<file path="src/rtl/dmem_port_arbiter_pkg.sv">
// Shared types and constants for the data-memory port arbiter.
// Optional build macro: DMEM_ARB_ROUND_ROBIN_EN selects round-robin arbitration.
package dmem_port_arbiter_pkg;

    typedef enum logic [1:0] {
        StIdle  = 2'd0,
        StIssue = 2'd1,
        StWait  = 2'd2,
        StResp  = 2'd3
    } dmem_state_e;

    localparam logic PortCpu = 1'b0;
    localparam logic PortLdr = 1'b1;

    // Wide enough for READ_LATENCY-1 with READ_LATENCY up to 7.
    localparam int unsigned LatW = 3;

    // Loads never write: lane enables only pass through on stores.
    function automatic logic [3:0] lane_we(input logic we, input logic [3:0] be);
        return we ? be : 4'b0000;
    endfunction

endpackage

</file>
<file path="src/rtl/dmem_port_arbiter_pick.sv">
// Combinational winner select between the CPU port and the loader port.
// DMEM_ARB_ROUND_ROBIN_EN defined: the port not granted last wins a tie.
// Undefined: the CPU port always wins a tie.
module dmem_port_arbiter_pick
    import dmem_port_arbiter_pkg::*;
(
`ifdef DMEM_ARB_ROUND_ROBIN_EN
    input  logic last_grant_i,
`endif
    input  logic req0_i,
    input  logic req1_i,
    output logic winner_o
);

    // Pick the winning port; result is a don't-care when nobody requests.
    always_comb begin
        winner_o = PortCpu;
`ifdef DMEM_ARB_ROUND_ROBIN_EN
        if (req0_i && req1_i) begin
            winner_o = ~last_grant_i;
        end else if (req1_i) begin
            winner_o = PortLdr;
        end
`else
        if (!req0_i && req1_i) begin
            winner_o = PortLdr;
        end
`endif
    end

endmodule

</file>
<file path="src/rtl/dmem_port_arbiter.sv">
// Shares one byte-enabled data memory between the CPU port (0) and the loader port (1).
// One access at a time: issue strobe, fixed read-latency wait, one-cycle ready pulse.
// Optional build macro: DMEM_ARB_ROUND_ROBIN_EN (round-robin instead of fixed priority).
module dmem_port_arbiter
    import dmem_port_arbiter_pkg::*;
#(
    parameter int unsigned ADDR_W       = 32,
    parameter int unsigned READ_LATENCY = 1
) (
    input  logic              clk_i,
    input  logic              rst_i,
    input  logic              p0_req_i,
    input  logic              p0_we_i,
    input  logic [ADDR_W-1:0] p0_addr_i,
    input  logic [3:0]        p0_be_i,
    input  logic [31:0]       p0_wdata_i,
    output logic              p0_ready_o,
    output logic [31:0]       p0_rdata_o,
    input  logic              p1_req_i,
    input  logic              p1_we_i,
    input  logic [ADDR_W-1:0] p1_addr_i,
    input  logic [3:0]        p1_be_i,
    input  logic [31:0]       p1_wdata_i,
    output logic              p1_ready_o,
    output logic [31:0]       p1_rdata_o,
    output logic              mem_en_o,
    output logic [3:0]        mem_we_o,
    output logic [ADDR_W-3:0] mem_addr_o,
    output logic [31:0]       mem_wdata_o,
    input  logic [31:0]       mem_rdata_i,
    output logic              busy_o
);

    dmem_state_e       state_q, state_d;
    logic              owner_q, owner_d;
    logic [LatW-1:0]   lat_cnt_q, lat_cnt_d;
    logic [ADDR_W-3:0] mem_addr_q;
    logic [31:0]       mem_wdata_q;
    logic [31:0]       p0_rdata_q, p1_rdata_q;
    logic              capture;
    logic              winner;

    logic              own_we;
    logic [3:0]        own_be;
    logic [ADDR_W-3:0] own_waddr;
    logic [31:0]       own_wdata;

    // Byte offset is irrelevant to a word-wide memory.
    logic unused_addr_lsb;
    assign unused_addr_lsb = ^{p0_addr_i[1:0], p1_addr_i[1:0]};

    // Owner's live request fields.
    assign own_we    = owner_q ? p1_we_i : p0_we_i;
    assign own_be    = owner_q ? p1_be_i : p0_be_i;
    assign own_waddr = owner_q ? p1_addr_i[ADDR_W-1:2] : p0_addr_i[ADDR_W-1:2];
    assign own_wdata = owner_q ? p1_wdata_i : p0_wdata_i;

`ifdef DMEM_ARB_ROUND_ROBIN_EN
    logic last_grant_q;

    // Remember the most recently issued port for tie-breaking.
    always_ff @(posedge clk_i) begin
        if (rst_i) begin
            last_grant_q <= PortLdr;
        end else if (state_q == StIssue) begin
            last_grant_q <= owner_q;
        end
    end

    dmem_port_arbiter_pick u_pick (
        .last_grant_i (last_grant_q),
        .req0_i       (p0_req_i),
        .req1_i       (p1_req_i),
        .winner_o     (winner)
    );
`else
    dmem_port_arbiter_pick u_pick (
        .req0_i   (p0_req_i),
        .req1_i   (p1_req_i),
        .winner_o (winner)
    );
`endif

    // FSM state, owner and latency counter registers.
    always_ff @(posedge clk_i) begin
        if (rst_i) begin
            state_q   <= StIdle;
            owner_q   <= PortCpu;
            lat_cnt_q <= '0;
        end else begin
            state_q   <= state_d;
            owner_q   <= owner_d;
            lat_cnt_q <= lat_cnt_d;
        end
    end

    // Next-state logic; capture marks the edge into StResp for loads.
    always_comb begin
        state_d   = state_q;
        owner_d   = owner_q;
        lat_cnt_d = lat_cnt_q;
        capture   = 1'b0;
        unique case (state_q)
            StIdle: begin
                if (p0_req_i || p1_req_i) begin
                    owner_d = winner;
                    state_d = StIssue;
                end
            end
            StIssue: begin
                if (own_we) begin
                    state_d = StResp;
                end else begin
                    lat_cnt_d = LatW'(READ_LATENCY - 1);
                    if (READ_LATENCY == 1) begin
                        state_d = StResp;
                        capture = 1'b1;
                    end else begin
                        state_d = StWait;
                    end
                end
            end
            StWait: begin
                lat_cnt_d = lat_cnt_q - LatW'(1);
                if (lat_cnt_q == LatW'(1)) begin
                    state_d = StResp;
                    capture = 1'b1;
                end
            end
            StResp: begin
                state_d = StIdle;
            end
            default: begin
                state_d = StIdle;
            end
        endcase
    end

    // Hold last issued address/data and per-port load data between accesses.
    always_ff @(posedge clk_i) begin
        if (rst_i) begin
            mem_addr_q  <= '0;
            mem_wdata_q <= '0;
            p0_rdata_q  <= '0;
            p1_rdata_q  <= '0;
        end else begin
            if (state_q == StIssue) begin
                mem_addr_q  <= own_waddr;
                mem_wdata_q <= own_wdata;
            end
            if (capture && (owner_q == PortCpu)) begin
                p0_rdata_q <= mem_rdata_i;
            end
            if (capture && (owner_q == PortLdr)) begin
                p1_rdata_q <= mem_rdata_i;
            end
        end
    end

    // Outputs: live owner fields during issue, held values otherwise.
    always_comb begin
        mem_en_o    = (state_q == StIssue);
        mem_we_o    = 4'b0000;
        mem_addr_o  = mem_addr_q;
        mem_wdata_o = mem_wdata_q;
        if (state_q == StIssue) begin
            mem_we_o    = lane_we(own_we, own_be);
            mem_addr_o  = own_waddr;
            mem_wdata_o = own_wdata;
        end
        p0_ready_o = (state_q == StResp) && (owner_q == PortCpu);
        p1_ready_o = (state_q == StResp) && (owner_q == PortLdr);
        p0_rdata_o = p0_rdata_q;
        p1_rdata_o = p1_rdata_q;
        busy_o     = (state_q != StIdle);
    end

endmodule

</file>
<file path="config.mk">
export PLATFORM = sky130hd
export DESIGN_NAME = dmem_port_arbiter
export DESIGN_NICKNAME = d
export VERILOG_FILES = /design/src/rtl/dmem_port_arbiter_pkg.sv /design/src/rtl/dmem_port_arbiter_pick.sv /design/src/rtl/dmem_port_arbiter.sv
export SDC_FILE = /design/constraint.sdc
export NUM_CORES = 1
export LEC_CHECK = 0
export BUFFER_PORTS_ARGS = -buffer_cell sky130_fd_sc_hd__buf_2
export CAP_MARGIN = 20
export CORE_AREA = 2 2 121 123
export CTS_CLUSTER_SIZE = 24
export DETAILED_ROUTE_END_ITERATION = 16
export DIE_AREA = 0 0 123 125
export HOLD_SLACK_MARGIN = 0.06
export PLACE_DENSITY = 0.81
export SLEW_MARGIN = 10
export SYNTH_ARGS = -nofsm -noshare
export SYNTH_HDL_FRONTEND = slang
export SYNTH_SLANG_ARGS = --single-unit
</file>
<file path="constraint.sdc">
create_clock -name clk_i -period 3.9 [get_ports clk_i]
set_input_delay 0.78 -clock clk_i [delete_from_list [all_inputs] [get_ports clk_i]]
set_output_delay 0.78 -clock clk_i [all_outputs]
set_load 0.01 [all_outputs]
</file>
== Yosys cells after proc, flatten, opt, wreduce, memory -nomap -nowiden ==
Cells that the tools add are included.
W data, S select, Z words.

* Memory bits (writable): 0
* Register bits after elaboration: 132
* Bits in read-only memories: 0
* Memories kept: 0
* Bits in latches: 0
* Input port bits: 174
* Word-level logic and storage cells: 46

* Reductions and logical operators: 13
* Bitwise operators: 1
* Add/sub/neg operators: 1
* Muxes and demuxes: 17
* Shift operators: 0
* Multipliers: 0
* Div/mod/pow operators: 0
* Order comparisons: 0
* Equal/unequal tests: 7

{| class="wikitable"
|+ Operators with widths
! kind !! count
|-
| $mux W32 || 2
|-
| $mux W30 || 2
|-
| $mux W4 || 3
|-
| $pmux W2 S4 || 1
|-
| $ne A2 B2 Y1 const B || 3
|-
| $pmux W3 S2 || 1
|-
| $reduce_and A2 Y1 || 3
|-
| $logic_and A1 B1 Y1 || 5
|-
| $eq A2 B2 Y1 const B || 2
|-
| $mux W1 || 4
|-
| $mux W2 || 2
|-
| $reduce_bool A2 Y1 || 2
|-
| $eq A3 B1 Y1 const B || 1
|-
| $mux W3 || 1
|-
| $sub A3 B1 Y3 const B || 1
|-
| $eq A2 B1 Y1 const B || 1
|-
| $logic_not A2 Y1 || 1
|-
| $pmux W1 S2 || 1
|-
| $logic_not A1 Y1 || 1
|-
| $logic_or A1 B1 Y1 || 1
|-
| $not A1 Y1 || 1
|}

== Depth between registers and ports, before layout ==
* Depth after elaboration: 4
* Depth in mapped cells: 8

== Hierarchy ==
A second synthesis with hierarchy kept.

* Cells, all modules: 677
* Area total of the unflattened synthesis: 5,983.2 um^2

{| class="wikitable"
|+ By module, submodules not included
! module !! sequential area each (um^2) !! times used !! cells an instance !! area an instance (um^2)
|-
| dmem_port_arbiter || 2,642.5 || 1 || 676 || 5,969.5
|-
| dmem_port_arbiter_pick || 0.0 || 1 || 1 || 13.8
|}

== Least setup slack after synthesis ==
No wires, ideal clock.

* Path kind: register -> output
* Start: register state_q[1]
* End: output mem_addr_o[12]
* Buffers on the path: 3
* Arrival: 1.395 ns
* Slack: 1.725 ns
* Cell stages (with the launch flop): 7
* Cells stage by stage: dfxtp_1 > inv_1 > ha_1 > buf_4 > buf_2 > buf_2 > a21oi_1

* Cells in the longest elaborated chain, start to end: 2

{| class="wikitable"
|+ RTL lines
! what !! line !! RTL
|-
| start, declared || dmem_port_arbiter.sv:34 || <nowiki>dmem_state_e state_q, state_d;</nowiki>
|-
| start signal, assigned || dmem_port_arbiter.sv:87 || <nowiki>state_q <= StIdle;</nowiki>
|-
| start signal, assigned || dmem_port_arbiter.sv:91 || <nowiki>state_q <= state_d;</nowiki>
|-
| $eq A2 B1 Y1 || -- ||
|-
| via mem_en_o || dmem_port_arbiter.sv:26 || <nowiki>output logic mem_en_o,</nowiki>
|-
| $mux W30 || -- ||
|-
| end, declared || dmem_port_arbiter.sv:28 || <nowiki>output logic [ADDR_W-3:0] mem_addr_o,</nowiki>
|}

The timed path passes the listed nets, and every way through them passes these cells.

== Worst setup path in the final report ==
* Start: register state_q[0]
* End: output mem_wdata_o[25]

* Cells in the longest elaborated chain, start to end: 2

{| class="wikitable"
|+ RTL lines
! what !! line !! RTL
|-
| $eq A2 B1 Y1 || dmem_port_arbiter.sv:166 || <nowiki>if (state_q == StIssue) begin</nowiki>
|-
| $mux W32 || -- ||
|-
| end, declared || dmem_port_arbiter.sv:29 || <nowiki>output logic [31:0] mem_wdata_o,</nowiki>
|}

Every way passes these cells.

==> flow_summary.yaml <==
synth:
  syn_inst: 675
  ys.flop_type: "dfxtp_1"
  syn_area_mm2: 0.00597
  synthArstFlopShare_pct: 0
  synth_edf_count: 0
  synth_area_per_cell_um2: 8.84
  ys_warn_count: 0
  synth.distinct_cells: 33
  ys_seq_area_share_pct: 44.3
  ys_ff_latch: 132
  syn_nets: 855
cells_and_area:
  finalCoreUtilization_pct: 57.1
  drive_gt1_share_pct: 40.2
  fillers: 1309
  syn2layout_area_growth_pct: 35.9
  multi_input_area_mm2: 0.00296
  fin_area_mm2: 0.00811
  seq_area_mm2: 0.00265
  layout.cells.non_filler: 1157
  fin_nets: 1137
sta:
  fmax_mhz: 333
  final.setup.worst_slack_ps: 901
  finalSetupViolCount: 0
  hold_ws_ps: 448
  rsz0062_at_grt: "no"
  clock_skew_ps: 6.88
  fin_crit_ps: 3000
  slew_violations: 0
  hold_viol: 0
  setup_tns_ps: 0
  relSlewSlack_pct: 26.3
  min_period_over_period_pct: 76.9
  tightest_slew_ps: 1110
clock_tree:
  path_clk_slew_ps: 60
  clock-root-buffer: "clkbuf_16"
  clock_sinks: 132
  clk_latency_ps: 410
  cts-resized-gates: 0
  clockBufferDepth: 2
  cts_tree: "yes"
  cts_buffers: 17
  cts_setup_buffers: 0
  ctsHoldBuffers: 0
  htree_levels: 4
run_status:
  outcome: "completed"
min_path:
  min_path_cells: 2
  min_path_type: "register to register"
global_routing:
  grt.total_usage_pct: 20.5
  grt_pass1_wl_mm: 25.0
  antenna_found_initial: 6
  grt.overflow.total: 0
  grt_max_degree: 81
  grt_pass1_vias: 5171
critical_path:
  arrival_ps: 2220
  reg2reg_depth: 5
  start_kind: "register"
  cp-end-kind: "output pin"
  cp.required_ps: 3120
  crit_type: "register to output pin"
  crit_fanout: 69
floorplanning:
  io_pins: 308
  initial_core_util_pct: 42.0
  die_x_um: 123
  rows: 44
  die_h_um: 125
  core_region_area_mm2: 0.0142
  dieArea_mm2: 0.0154
placement:
  preCtsSetupSlack_ps: 1350
  place_hpwl_mm: 11.7
  dp.cells: 1121
  place_area_mm2: 0.00746
  port-buffer-count: 303
  gp_congestion: 0.764
drt:
  ant_nets: 0
  wl_per_cell_um: 14.0
  num_vias: 5484
  firstDrtPassIters: 4
  drt_wl_total_mm: 16.2
  drc: 0
  vias_per_cell: 4.74
  drt_iter0_drc: 178
pwr:
  p_per_area_mw_per_mm2: 663
  p_leak_nw: 3.77
  power_mw: 5.37
  ir_drop_mv: 0.383
job:
  drv_cap: 0
==> critical path, cell delays in order, from the launching register on <==
cell	delay, ps
dfxtp_1	420
ha_4	550
buf_12	350
nor2_1	90
a21oi_1	180
buf_2	170
==> final timing paths <==
| kind | from | endpoint | slack, ps |
|---|---|---|---|
| worst max register to register | state_q[0]$_SDFFE_PP0P_ | p1_rdata_o[21]$_SDFFE_PP0P_ | 1490 |
| worst min register to register | p1_rdata_o[13]$_SDFFE_PP0P_ | p1_rdata_o[13]$_SDFFE_PP0P_ | 450 |
| worst min-delay path | p1_rdata_o[13]$_SDFFE_PP0P_ | p1_rdata_o[13]$_SDFFE_PP0P_ | 450 |
| worst max-delay path | state_q[0]$_SDFFE_PP0P_ | mem_wdata_o[25] | 900 |
==> layout by cell type, fill, tap and decap left out, drive strengths merged <==
cell,count
buf,311
a21o,1
nand2b,3
clkinv,6
a21oi,132
and2b,56
bufinv,3
diode,4
clkbuf,19
mux2i,64
dfxtp,132
nor2b,9
nand2,132
a32oi,3
o21ai,2
a211o,1
nor2,68
a211oi,3
a22oi,1
or3b,1
nand3,1
or3,1
and2,1
inv,8
nand3b,3
clkinvlp,2
ha,6
==> layer usage <==
layer | part of all wire (%) | global-route usage [%]
met2 | 48 | 34.9
met4 | 2.0 | 7.95
met1 | 40 | 22.8
met3 | 9.6 | 8.07
met5 | 0.080 | 0
==> state kept, by name, summed over array words and instances, names as in the netlist <==
signal,cells
owner_q,1
p1_rdata_o,32
mem_addr_q,30
state_q,2
p0_rdata_o,32
lat_cnt_q,3
mem_wdata_q,32
==> cell usage after synthesis, types with 2 or more instances <==
| master | n | area, um^2 |
|---|---|---|
| and2b_1 | 56 | 420 |
| a21oi_2 | 42 | 368 |
| inv_1 | 7 | 26.3 |
| nand2b_1 | 3 | 18.8 |
| a32oi_1 | 3 | 26.3 |
| nor2_1 | 68 | 255 |
| mux2i_1 | 64 | 641 |
| clkbuf_1 | 20 | 75.1 |
| buf_6 | 8 | 90.1 |
| nand2_1 | 131 | 492 |
| nand3b_1 | 2 | 15.0 |
| buf_12 | 4 | 80.1 |
| a211oi_1 | 2 | 15.0 |
| ha_1 | 6 | 75.1 |
| dfxtp_1 | 132 | 2640 |
| a21oi_1 | 89 | 445 |
| nor2b_1 | 9 | 56.3 |
| buf_2 | 13 | 65.1 |
| buf_8 | 2 | 30.0 |
==> layout make-up <==
cell class / instances / share of cell area, %
tap: 184 / 2.84
timing repair buffer: 311 / 20.0
clock inverter: 12 / 1.91
clock buffer: 19 / 5.59
antenna: 4 / 0.123
sequential: 132 / 32.6
multi-input combinational: 488 / 36.5
inverter: 7 / 0.324
==> power by group <==
group	leakage, nW	switching, mW	internal [mW]
sequential	1.08	0.104	1.61
clock	0.295	0.600	1.04
combinational	2.40	1.17	0.854
==> kinds of logic (layout without fill, tap and decap cells) <==
| group | after synthesis | count (layout) | synth area share [%] |
|---|---|---|---|
| compound gates | 143 | 143 | 15.5 |
| fa+ha+maj | 6 | 6 | 1.26 |
| buf+inv | 55 | 349 | 6.27 |
| flops | 132 | 132 | 44.3 |
| mux | 64 | 64 | 10.7 |
| other cells | 0 | 4 | 0 |
| simple gates | 275 | 275 | 22.0 |
Power figures use the tool's default switching activity.
